## src/rtl/mem_arbiter.sv

```systemverilog
// Round-robin arbiter that shares one single-port memory between fetch (I) and load/store (D) requesters.
// Each access takes grant -> BUSY (until mem_ack or watchdog) -> DONE (ack pulse), at least 3 cycles; requesters wait on req.
module mem_arbiter #(
    parameter int unsigned AW      = 32,
    parameter int unsigned TIMEOUT = 0
) (
    input  logic          clk,
    input  logic          rst,
    input  logic          i_req,
    input  logic [AW-1:0] i_addr,
    output logic          i_ack,
    output logic [31:0]   i_rdata,
    input  logic          d_req,
    input  logic          d_we,
    input  logic [AW-1:0] d_addr,
    input  logic [31:0]   d_wdata,
    input  logic [3:0]    d_be,
    output logic          d_ack,
    output logic [31:0]   d_rdata,
    output logic          mem_req,
    output logic          mem_we,
    output logic [AW-1:0] mem_addr,
    output logic [31:0]   mem_wdata,
    output logic [3:0]    mem_be,
    input  logic [31:0]   mem_rdata,
    input  logic          mem_ack,
    output logic          err
);

    typedef enum logic [2:0] {
        IDLE   = 3'd0,
        BUSY_I = 3'd1,
        BUSY_D = 3'd2,
        DONE_I = 3'd3,
        DONE_D = 3'd4
    } state_t;

    state_t        state_q, state_d;
    logic          last_d_q, last_d_d;
    logic          mem_req_q, mem_req_d;
    logic          mem_we_q, mem_we_d;
    logic [AW-1:0] mem_addr_q, mem_addr_d;
    logic [31:0]   mem_wdata_q, mem_wdata_d;
    logic [3:0]    mem_be_q, mem_be_d;
    logic [31:0]   i_rdata_q, i_rdata_d;
    logic [31:0]   d_rdata_q, d_rdata_d;
    logic          err_q, err_d;
    logic [31:0]   wdog_q, wdog_d;

    logic grant_d;
    logic grant_i;
    logic expire;

    // D wins a tie only when I held the previous grant.
    assign grant_d = d_req & (~i_req | ~last_d_q);
    assign grant_i = i_req & ~grant_d;
    assign expire  = (TIMEOUT != 0) && (wdog_q == TIMEOUT - 1);

    always_comb begin
        state_d     = state_q;
        last_d_d    = last_d_q;
        mem_req_d   = mem_req_q;
        mem_we_d    = mem_we_q;
        mem_addr_d  = mem_addr_q;
        mem_wdata_d = mem_wdata_q;
        mem_be_d    = mem_be_q;
        i_rdata_d   = i_rdata_q;
        d_rdata_d   = d_rdata_q;
        err_d       = 1'b0;
        wdog_d      = wdog_q;
        case (state_q)
            IDLE: begin
                if (grant_d) begin
                    state_d     = BUSY_D;
                    last_d_d    = 1'b1;
                    mem_req_d   = 1'b1;
                    mem_we_d    = d_we;
                    mem_addr_d  = d_addr;
                    mem_wdata_d = d_wdata;
                    mem_be_d    = d_we ? d_be : 4'b0000;
                    wdog_d      = '0;
                end else if (grant_i) begin
                    state_d     = BUSY_I;
                    last_d_d    = 1'b0;
                    mem_req_d   = 1'b1;
                    mem_we_d    = 1'b0;
                    mem_addr_d  = i_addr;
                    mem_wdata_d = '0;
                    mem_be_d    = 4'b0000;
                    wdog_d      = '0;
                end
            end
            BUSY_I, BUSY_D: begin
                if (mem_ack) begin
                    mem_req_d = 1'b0;
                    if (state_q == BUSY_I) begin
                        i_rdata_d = mem_rdata;
                        state_d   = DONE_I;
                    end else begin
                        d_rdata_d = mem_rdata;
                        state_d   = DONE_D;
                    end
                end else if (expire) begin
                    // Timed-out access completes with zero data and an error flag.
                    mem_req_d = 1'b0;
                    err_d     = 1'b1;
                    if (state_q == BUSY_I) begin
                        i_rdata_d = '0;
                        state_d   = DONE_I;
                    end else begin
                        d_rdata_d = '0;
                        state_d   = DONE_D;
                    end
                end else begin
                    wdog_d = wdog_q + 32'd1;
                end
            end
            DONE_I, DONE_D: begin
                state_d = IDLE;
            end
            default: begin
                state_d = IDLE;
            end
        endcase
    end

    always_ff @(posedge clk or posedge rst) begin
        if (rst) begin
            state_q     <= IDLE;
            last_d_q    <= 1'b0;
            mem_req_q   <= 1'b0;
            mem_we_q    <= 1'b0;
            mem_addr_q  <= '0;
            mem_wdata_q <= '0;
            mem_be_q    <= 4'b0000;
            i_rdata_q   <= '0;
            d_rdata_q   <= '0;
            err_q       <= 1'b0;
            wdog_q      <= '0;
        end else begin
            state_q     <= state_d;
            last_d_q    <= last_d_d;
            mem_req_q   <= mem_req_d;
            mem_we_q    <= mem_we_d;
            mem_addr_q  <= mem_addr_d;
            mem_wdata_q <= mem_wdata_d;
            mem_be_q    <= mem_be_d;
            i_rdata_q   <= i_rdata_d;
            d_rdata_q   <= d_rdata_d;
            err_q       <= err_d;
            wdog_q      <= wdog_d;
        end
    end

    assign i_ack     = (state_q == DONE_I);
    assign d_ack     = (state_q == DONE_D);
    assign err       = err_q;
    assign i_rdata   = i_rdata_q;
    assign d_rdata   = d_rdata_q;
    assign mem_req   = mem_req_q;
    assign mem_we    = mem_we_q;
    assign mem_addr  = mem_addr_q;
    assign mem_wdata = mem_wdata_q;
    assign mem_be    = mem_be_q;

endmodule
```

## config.mk

```make
export PLATFORM = sky130hd
export DESIGN_NAME = mem_arbiter
export DESIGN_NICKNAME = d
export VERILOG_FILES = /design/src/rtl/mem_arbiter.sv
export SDC_FILE = /design/constraint.sdc
export NUM_CORES = 1
export LEC_CHECK = 0
export ABC_CLOCK_PERIOD_IN_PS = 6200
export CAP_MARGIN = 25
export CORE_MARGIN = 3
export CORE_UTILIZATION = 40
export DETAILED_ROUTE_END_ITERATION = 6
export HOLD_SLACK_MARGIN = 0.15
export PLACE_DENSITY = 0.79
export SLEW_MARGIN = 20
export SYNTH_ARGS = -nofsm -noshare
export SYNTH_HDL_FRONTEND = slang
export SYNTH_SLANG_ARGS = --single-unit
```

## constraint.sdc

```tcl
create_clock -name clk -period 6.2 [get_ports clk]
set_input_delay 0.93 -clock clk [delete_from_list [all_inputs] [get_ports clk]]
set_output_delay 0.93 -clock clk [all_outputs]
set_load 0.005 [all_outputs]
```

Word-level counts from Yosys, hierarchy flattened
Cells that the tools add are included.
W data, S select, Z words.

cells by class
  bitwise gates (word level) = 7
  multiplexer cells = 19
  reductions and logical operators = 9
  equal/unequal tests = 6

operators with widths
  kind                  number
  $mux W32              4
  $mux W3               4
  $mux W4               3
  $reduce_and A3 Y1     3
  $eq A3 B2 Y1 const B  2
  $mux W1               6
  $pmux W3 S2           1
  $not A1 Y1            4
  $reduce_and A2 Y1     2
  $reduce_bool A2 Y1    2
  $eq A3 B1 Y1 const B  1
  $eq A3 B3 Y1 const B  1
  $logic_not A3 Y1      1
  $ne A3 B3 Y1 const B  1
  $and A1 B1 Y1         2
  $ne A2 B2 Y1 const B  1
  $pmux W1 S2           1
  $reduce_or A2 Y1      1
  $or A1 B1 Y1          1

word-level totals
  bits of input ports = 138
  flip-flop bits (word level) = 138

Logic depth before layout (Yosys ltp)
  depth in word-level cells = 8
  mapped depth = 6
  gate-level depth less buffers = 3

Worst setup path before layout
Ideal clock, no wire load.

  path type = input -> register
  from = input d_req
  to = register mem_addr_q[10] (netlist: mem_addr[10])
  cell stages on the path = 4
  slack = 4.023 ns
  data arrival time = 2.052 ns
  library setup time = 0.125 ns
  required time = 6.075 ns
  path buffers = 1
  cells stage by stage = a21boi_2 -> buf_2 -> mux2_2 -> mux2_4

on the way
  word-level cells in the longest chain between the ends = 5
  elaborated cells between the ends (all ways) = 6
  those cells by class = 1 x mux; 3 x bitwise; 2 x reduce/logical

RTL lines
  element                       line  RTL
  from (decl)                   13    input logic d_req,
  $and A1 B1 Y1 (*)             55    assign grant_d = d_req & (~i_req | ~last_d_q);
  $not A1 Y1                    56    assign grant_i = i_req & ~grant_d;
  $and A1 B1 Y1                 56
  $reduce_bool A2 Y1 (no line)  -
  $reduce_and A2 Y1 (no line)   -
  to (signal assigned)          145   mem_addr_q <= mem_addr_d;
  to (decl)                     42    logic [AW-1:0] mem_addr_q, mem_addr_d;

Mark *: on every way between the ends. The rest lies on a longest branch, timed or not.
A chain may end at the register's enable or synchronous reset.

Final worst setup path
  from = input d_req
  to = register mem_be_q[0] (netlist: mem_be[0])

on the way
  word-level cells in the longest chain between the ends = 5
  elaborated cells between the ends (all ways) = 6
  those cells by class = 1 x mux; 3 x bitwise; 2 x reduce/logical

RTL lines
  element                       line  RTL
  $and A1 B1 Y1 (*)             55
  $not A1 Y1                    56
  $and A1 B1 Y1                 56
  $reduce_bool A2 Y1 (no line)  -
  $reduce_and A2 Y1 (no line)   -
  to (signal assigned)          147   mem_be_q <= mem_be_d;
  to (decl)                     44    logic [3:0] mem_be_q, mem_be_d;

Marks and branches as above.

==> impl_metrics.toml <==
[routing]
dr_total_vias = 4023
drc = 0
met1_length_mm = 6.52
viasPerCell = 4.95
drt_iter0_markers = 169
routed_wl_mm = 16.0
wl_met2_mm = 7.65
detail-route-antenna-nets = 0
detail_route.wl_per_cell_um = 19.7
wl_met3_mm = 1.55
drt_pass1_iterations = 4
top_layer = "met4"

[grt]
grt_usage = 0.206
first_global_vias = 4532
antenna_found_initial = 0
grt_max_degree = 99
grt_pass1_wl_mm = 25.4
grt_overflow = 0

[clocking]
cts_tree = "built"
cts_buffers = 17
clk_transition_reported_paths_ps = 60
numClockSinks = 138
post_cts_buffers = 0
root_buffer = "clkbuf_16"
htreeDepth = 4
insertion_delay_ps = 410
ctsResizeCount = 0
clock_path_buffers = 2
cts.hold.buffers_added = 0

[pwr]
vdd_drop_max_uv = 289
power_density_nw_per_um2 = 511
leakage_nw = 3.97
power.total_mw = 4.71

[synthesis]
synth_largest_area_cell = "dfrtp_1"
syn-num-nets = 488
synth_top_area_share = 0.607
synth_warnings = 0
ys_types = 26
syn_inst = 350
seq_area_frac_synth = 0.607
synth.cell_area_um2 = 5690
syn-mean-instance-area_um2 = 16.2
synth_area_leaders = "dfrtp_1 61%, mux2_2 19%, mux2_4 8.5%"
ys_ff_latch = 138

[min_path]
min_from = "mem_be[2]$_DFFE_PP0P_"
hp-class = "flop to flop"

[floorplan]
core_um2 = 13600
fp.dieArea_um2 = 15700
initial_core_util = 0.419
ios = 275
rows = 42
die-height_um = 125
die_w_um = 125

[timing]
post-route-min-period_ps = 2960
hold_viol = 0
timing.hold.ws_ps = 490
min_period_over_period = 0.477
drv_slew = 0
max_freq_mhz = 338
fin_worst_skew_ps = 7.22
rsz0062_at_grt = "no"
setup-tns-final_ps = 0
worst_pin_slew_ps = 1000
slew-limit-headroom = 0.333
finalSetupViolations = 0

[setup_path]
reg2reg_from = "last_d_q$_DFFE_PP0P_"
arrival_ps = 3300
worst_ep_required_time_ps = 6540
critPathKind = "primary input to flop"
crit_path_start_kind = "primary input"
crit_fanout = 28
cp-startpoint = "d_req"
endpoint_kind = "flop"

[cells_and_area]
drive_gt1_frac = 0.267
utilization = 0.680
areaGrowthSynthToFinish_pct = 62.1
seq_area_um2 = 3450
final_common_cell = "clkdlybuf4s50_1"
instances_no_fill = 812
mostFrequentLayoutCells = "273 x clkdlybuf4s50_1, 138 x dfrtp_1, 96 x mux2_2"
diodes = 0
final_nets = 761
multiInputGateArea_um2 = 2060
n_fill_cell = 946

[placed_design]
port_buffers = 273
gp_congestion = 0.874
hpwl_mm = 11.5
place_inst = 779

[run_status]
status = "completed"

[job]
drv_cap = 0
-- critical path, cell delays in order --
cell	delay, ps
clkdlybuf4s50_1	490
a21boi_4	580
buf_16	230
and3b_1	460
buf_4	380
a32o_1	220
-- state kept, by name (all words and copies together) (netlist names) --
signal and count:
mem_addr 32, mem_wdata 32, mem_we 1, mem_req 1, state_q 3, mem_be 4
last_d_q 1, i_rdata 32, d_rdata 32
-- layer usage --
metal,track usage,up-vias
met5,0,-
li1,-,1822
met2,0.329,202
met3,0.0917,17
met4,0.0753,0
met1,0.248,1982
-- layout make-up --
| class | count | share of cell area |
|---|---|---|
| clock buffers | 18 | 0.0477 |
| clock inverters | 14 | 0.0262 |
| inverters | 1 | 0.000950 |
| multi-input cells | 187 | 0.224 |
| flip-flops and latches | 138 | 0.375 |
| well taps | 176 | 0.0239 |
| repair buffers | 278 | 0.303 |
-- stage by stage --
step	setup slack (ps)	area, um2
finish	3240	9220
global route	3120	9220
CTS	3070	9190
detailed placement	2650	8510
global placement	2780	8510
floorplan	1570	5690
-- where the power goes --
| part | switching, mW | internal [mW] | total (mW) |
|---|---|---|---|
| sequential | 0.252 | 1.33 | 1.59 |
| combinational | 0.631 | 1.34 | 1.97 |
| clock | 0.391 | 0.769 | 1.16 |
-- cells by family (layout without fill, tap and decap cells) --
group | after synthesis | in the layout | synth area share
simple gates | 15 | 15 | 0.0172
flops | 138 | 138 | 0.607
buf+inv | 25 | 311 | 0.0332
compound gates | 43 | 43 | 0.0669
mux | 128 | 128 | 0.275
other cells | 1 | 1 | 0.000660
-- cells in the mapped netlist (all sizes together) --
| master | n |
|---|---|
| a2111oi | 1 |
| and2 | 1 |
| and3b | 1 |
| clkbuf | 1 |
| dfrtp | 138 |
| conb | 1 |
| nand2 | 1 |
| nand2b | 2 |
| a22o | 34 |
| o21bai | 1 |
| inv | 1 |
| buf | 23 |
| a21o | 1 |
| nor2b | 1 |
| nor2 | 5 |
| o21a | 1 |
| nor3 | 1 |
| a21boi | 1 |
| mux2 | 128 |
| nor3b | 2 |
| a32o | 4 |
| or4 | 1 |
-- path summary, 6_finish.rpt --
| check | end | slack [ps] | cells past startpoint |
|---|---|---|---|
| hold / removal | mem_be[2]$_DFFE_PP0P_ | 490 | 1 |
| setup / recovery | mem_be[0]$_DFFE_PP0P_ | 3240 | 6 |
| max in group asynchronous | mem_wdata[12]$_DFFE_PP0P_ | 4020 | 3 |
| hold reg to reg | mem_be[2]$_DFFE_PP0P_ | 490 | 1 |
| setup reg to reg | mem_be[0]$_DFFE_PP0P_ | 3850 | 5 |
| min in group asynchronous | mem_be[3]$_DFFE_PP0P_ | 1090 | 2 |
No activity file was read; power rests on OpenSTA's default activity.
